===== src/rtl/kamacore_regfile.sv =====
// kamacore_regfile
//   Integer register file at the consumer end of the writeback path. The WB stage
//   can commit one write per cycle, and decode reads through two ports (rs1, rs2).
//   Register x0 always reads as zero. When WRITE_BYPASS is set, a read of the
//   register being written in the same cycle returns the incoming write data. This
//   lets WB and decode share a cycle without a structural hazard.
//
// Parameters
//   CPU_WIDTH       data width of each register
//   REG_ADDR_WIDTH  register address width; register count = 2**REG_ADDR_WIDTH
//   READ_REG        0: combinational read (0-cycle); 1: registered read (1-cycle)
//   WRITE_BYPASS    1: same-cycle write data is forwarded to a matching read
//
// Ports
//   clk                in   core clock, rising edge
//   rst                in   asynchronous, active-low reset
//   writeback_rd_we    in   write enable from WB
//   writeback_rd_a     in   destination register address
//   writeback_rd_data  in   destination write data
//   rd_en              in   read enable (only used when READ_REG=1)
//   rs1_a, rs2_a       in   read port addresses
//   rs1_data, rs2_data out  read port data
//   wr_count           out  number of committed non-x0 writes (wraps)
module kamacore_regfile #(
  parameter int CPU_WIDTH      = 32,
  parameter int REG_ADDR_WIDTH = 5,
  parameter bit READ_REG       = 1'b0,
  parameter bit WRITE_BYPASS   = 1'b1
) (
  input  logic                      clk,
  input  logic                      rst,
  input  logic                      writeback_rd_we,
  input  logic [REG_ADDR_WIDTH-1:0] writeback_rd_a,
  input  logic [CPU_WIDTH-1:0]      writeback_rd_data,
  input  logic                      rd_en,
  input  logic [REG_ADDR_WIDTH-1:0] rs1_a,
  input  logic [REG_ADDR_WIDTH-1:0] rs2_a,
  output logic [CPU_WIDTH-1:0]      rs1_data,
  output logic [CPU_WIDTH-1:0]      rs2_data,
  output logic [31:0]               wr_count
);

  localparam int NUM_REGS = 2 ** REG_ADDR_WIDTH;

  logic [CPU_WIDTH-1:0] regs [NUM_REGS];
  logic [31:0]          wr_count_q;
  logic                 commit;
  logic [CPU_WIDTH-1:0] rs1_next;
  logic [CPU_WIDTH-1:0] rs2_next;

  // Writes to x0 are dropped here, so regs[0] is never loaded and stays at its
  // reset value. Reads of x0 are still forced to zero below and never depend on it.
  assign commit = writeback_rd_we && (writeback_rd_a != '0);

  always_ff @(posedge clk or negedge rst) begin
    if (!rst) begin
      for (int i = 0; i < NUM_REGS; i++) begin
        regs[i] <= '0;
      end
    end else if (commit) begin
      regs[writeback_rd_a] <= writeback_rd_data;
    end
  end

  always_ff @(posedge clk or negedge rst) begin
    if (!rst) begin
      wr_count_q <= '0;
    end else if (commit) begin
      wr_count_q <= wr_count_q + 32'd1;
    end
  end

  assign wr_count = wr_count_q;

  // Read value seen by decode in this cycle, with bypass included. The registered
  // read mode samples this same expression, so a write and a read on the same edge
  // agree.
  always_comb begin
    rs1_next = '0;
    if (rs1_a != '0) begin
      if (WRITE_BYPASS && writeback_rd_we && (writeback_rd_a == rs1_a)) begin
        rs1_next = writeback_rd_data;
      end else begin
        rs1_next = regs[rs1_a];
      end
    end
  end

  always_comb begin
    rs2_next = '0;
    if (rs2_a != '0) begin
      if (WRITE_BYPASS && writeback_rd_we && (writeback_rd_a == rs2_a)) begin
        rs2_next = writeback_rd_data;
      end else begin
        rs2_next = regs[rs2_a];
      end
    end
  end

  generate
    if (READ_REG) begin : g_read_reg
      logic [CPU_WIDTH-1:0] rs1_q;
      logic [CPU_WIDTH-1:0] rs2_q;

      // When rd_en is low, the previous data is held so decode can stall.
      always_ff @(posedge clk or negedge rst) begin
        if (!rst) begin
          rs1_q <= '0;
          rs2_q <= '0;
        end else if (rd_en) begin
          rs1_q <= rs1_next;
          rs2_q <= rs2_next;
        end
      end

      assign rs1_data = rs1_q;
      assign rs2_data = rs2_q;
    end else begin : g_read_comb
      logic unused_rd_en;
      assign unused_rd_en = rd_en;
      assign rs1_data     = rs1_next;
      assign rs2_data     = rs2_next;
    end
  endgenerate

endmodule

===== config.mk =====
export PLATFORM = sky130hd
export DESIGN_NAME = kamacore_regfile
export DESIGN_NICKNAME = d
export VERILOG_FILES = /design/src/rtl/kamacore_regfile.sv
export SDC_FILE = /design/constraint.sdc
export NUM_CORES = 2
export LEC_CHECK = 0
export CAP_MARGIN = 30
export CORE_MARGIN = 4
export CORE_UTILIZATION = 50
export CTS_CLUSTER_SIZE = 16
export DETAILED_ROUTE_END_ITERATION = 16
export GPL_ROUTABILITY_DRIVEN = 0
export MAX_ROUTING_LAYER = met4
export PLACE_DENSITY_LB_ADDON = 0.15
export SLEW_MARGIN = 15
export SYNTH_ARGS = -nofsm -noshare
export SYNTH_HDL_FRONTEND = slang
export SYNTH_SLANG_ARGS = --single-unit

===== constraint.sdc =====
create_clock -name clk -period 2.7 [get_ports clk]
set_clock_uncertainty 0.2 [all_clocks]
set_input_delay 0.54 -clock clk [delete_from_list [all_inputs] [get_ports clk]]
set_output_delay 0.54 -clock clk [all_outputs]
set_load 0.005 [all_outputs]

==> metrics <==
status complete, but fails checks; failing checks setup timing; CP required a little under 2 ns; # nets final approximately 4600; fillers between 7000 and 8000; Core Rows between 100 and 150; Worst-Margin Slew between 0.6 and 0.7 ns; Syn Inst Count 3733; per-cell routed wire length between 30 and 40 um; total global routing overflow 0; fin util 0.656; top_reg_cell synth dfrtp_1; crit-path cells buf_16 -> buf_16 -> buf_8 -> buf_12 -> mux4_2 -> mux4_2 -> nor3_4 -> nor2_2 -> buf_2; Finished Layout Cells just over 6000; share of synthesized registers carrying an async set or reset 1.00; CTS tree yes; Post-DP Area about 0.066 mm2; Post-Place Cells 5717; Initial Util 0.506; CP Capture Type output pin; Total Routing Usage GR 0.369; first-pass GRT wire length between 300 and 400 mm; Post-DP HPWL roughly 140 mm; most frequent cells in the layout dfrtp_1, mux2_2, buf_4, mux4_2, buf_12; H-tree depth 3; CP peak stage delay about 0.55 ns; clock slew at reported path FFs 0.06 ns; GR peak layer met2; max-cap violation count 0; DRT iter0 DRCs roughly 4400; CTS Buf Count 116; Die X-Extent roughly 340 um; post-synth top area cell dfrtp_1; Core Region about 0.11 mm2; initial antenna violation count 4; final instance area about 0.073 mm2; # DRC 0; routed wire length around 210 mm; Peak Freq 298 MHz; clk_lat worst skew around 0.7 ns; Slew Limit Headroom 0.571; synthesis warning total 0; largest net degree at the start of global routing 93; Cell Area, Synth approximately 0.056 mm2; WP data arrival ~2.6 ns; Layout area overhead 29.8%; Reg area ~0.026 mm2; die area between 0.1 and 0.15 mm2; PortBufs 145; Final Hold Vio Count 0; Worst Hold Class reg -> reg; grt met2 use 0.544; met3 Usage GRT 0.102; CP Max Fanout 5; DRT Pass-1 Iters 5; clock tree sinks 1056; Root Driver clkbuf_16; Syn Nets about 3800; CP startpoint kind input port; max-slew violation count 0; most common cell after layout, fill and taps aside dfrtp_1; vias after detailed routing 41338; Leakage around 32 nW; final setup margin -0.652 ns; RSZ-0062 raised after global routing yes; setup violators final 64; Power Density between 600 and 700 mW/mm2; Post-synth EDFFs 0; final antenna-violating net count 0; min Tclk post-route ~3.4 ns; post-synth top area share 0.470; top-level port count ~150; Peak VDD IR around 0.63 mV; vias per inst around 6.8; Unique masters post-synth 63; Final Cycle Share 1.24; sequential area share after synthesis 0.470; Max clock buf depth 3; #FFs+latches synth about 1100; Die Y ~340 um; ranking of synthesized cells by area dfrtp_1, mux2_2, mux4_2; Crit Path Class in -> out; footprint of the multi-input gates approximately 0.029 mm2; layout cells sized above 1 0.642; number of global-route vias before repair roughly 44000; M1 GR Usage 0.482; total power between 0.05 and 0.06 W; Avg Cell Area, Syn approximately 15 um2; Crit-path slowest cell mux4_2
## logic make-up after synthesis
family                     share of synthesized area
muxes                                          0.417
DFF                                            0.470
buffers and inverters                         0.0375
AOI/OAI and AO/OA                             0.0437
and+or+nand+nor                               0.0253
xor gates and xnor gates                     0.00638
adders and majority gates                   0.000222
## critical path, delay by kind of cell
| family | cells | cell delay, ns |
|---|---|---|
| buffers and inverters | 5 | 0.69 |
| and+or+nand+nor | 2 | 0.26 |
| muxes | 2 | 1.10 |
## timing repair
| item | 4_1_cts | 5_1_grt |
|---|---|---|
| endpoints found under the setup margin | 64 | 64 |
| resized for setup | 591 | 168 |
| buffers inserted | 117 | 54 |
| hold buffers | 1 | 0 |
| endpoints found under the hold margin | 23 | 0 |
| pin swaps | 159 | 115 |
| cloned | 11 | 3 |
## registers in the layout, summed over array words and instances, names as in the netlist
name,count
regs,1024
wr_count,32
## synthesized netlist by cell type (all sizes together) (9+ instances only)
library cell     n
dfrtp         1056
mux2           978
mux4           506
clkbuf         239
buf            183
mux2i           95
nand2           83
o22ai           68
nor2            60
a22oi           55
a211oi          53
nand3           49
xnor2           36
a22o            34
o21ai           26
a21oi           25
nor3            22
a221oi          17
o221ai          16
and3            11
nor2b           11
and2            10
inv             10
a221o            9
nand4            9
## per-stage QoR
stage	hold slack, ns	setup TNS (ns)	setup WS (ns)
2_1_floorplan	0.0444	-3.95	-0.137
3_3_place_gp	0.175	-231.12	-1.44
3_5_place_dp	0.184	-244.77	-1.49
4_1_cts	0.192	-33.36	-0.701
5_1_grt	0.209	-33.72	-0.675
6_report	0.198	-30.92	-0.652
## final cells by class
| type | instances | area share |
|---|---|---|
| antenna | 8 | 0.000274 |
| tap | 1488 | 0.0255 |
| sequential | 1056 | 0.362 |
| multi-input combinational | 2242 | 0.400 |
| timing repair buffer | 1088 | 0.158 |
| clock buffer | 179 | 0.0477 |
| clock inverter | 35 | 0.00646 |
| inverter | 11 | 0.000582 |
## power breakdown
group | internal, W | switching (W) | leakage, nW
registers | 0.0188 | 0.00222 | 13.6
logic | 0.00768 | 0.00512 | 16.6
clock network | 0.00978 | 0.00677 | 1.94
## metal layers
metal  vias to the layer above  share of wire
li1                      16082              -
met1                     22168           0.38
met2                      2448           0.46
met3                       640           0.11
met4                         0          0.052
met5                         -              0
## path summary, 6_finish.rpt
path                                  start  slack, ns  cells after the start            to
worst max register to register  wr_count[0]       0.52                      6  wr_count[27]
worst min register to register   regs[1007]       0.20                      0    regs[1007]
worst min-delay path             regs[1007]       0.20                      0    regs[1007]
min in group asynchronous               rst       0.23                      2     regs[761]
max in group asynchronous               rst       1.01                      5     regs[238]
worst max-delay path               rs2_a[0]      -0.65                      9  rs2_data[10]
No activity file was read; power rests on OpenSTA's default activity.
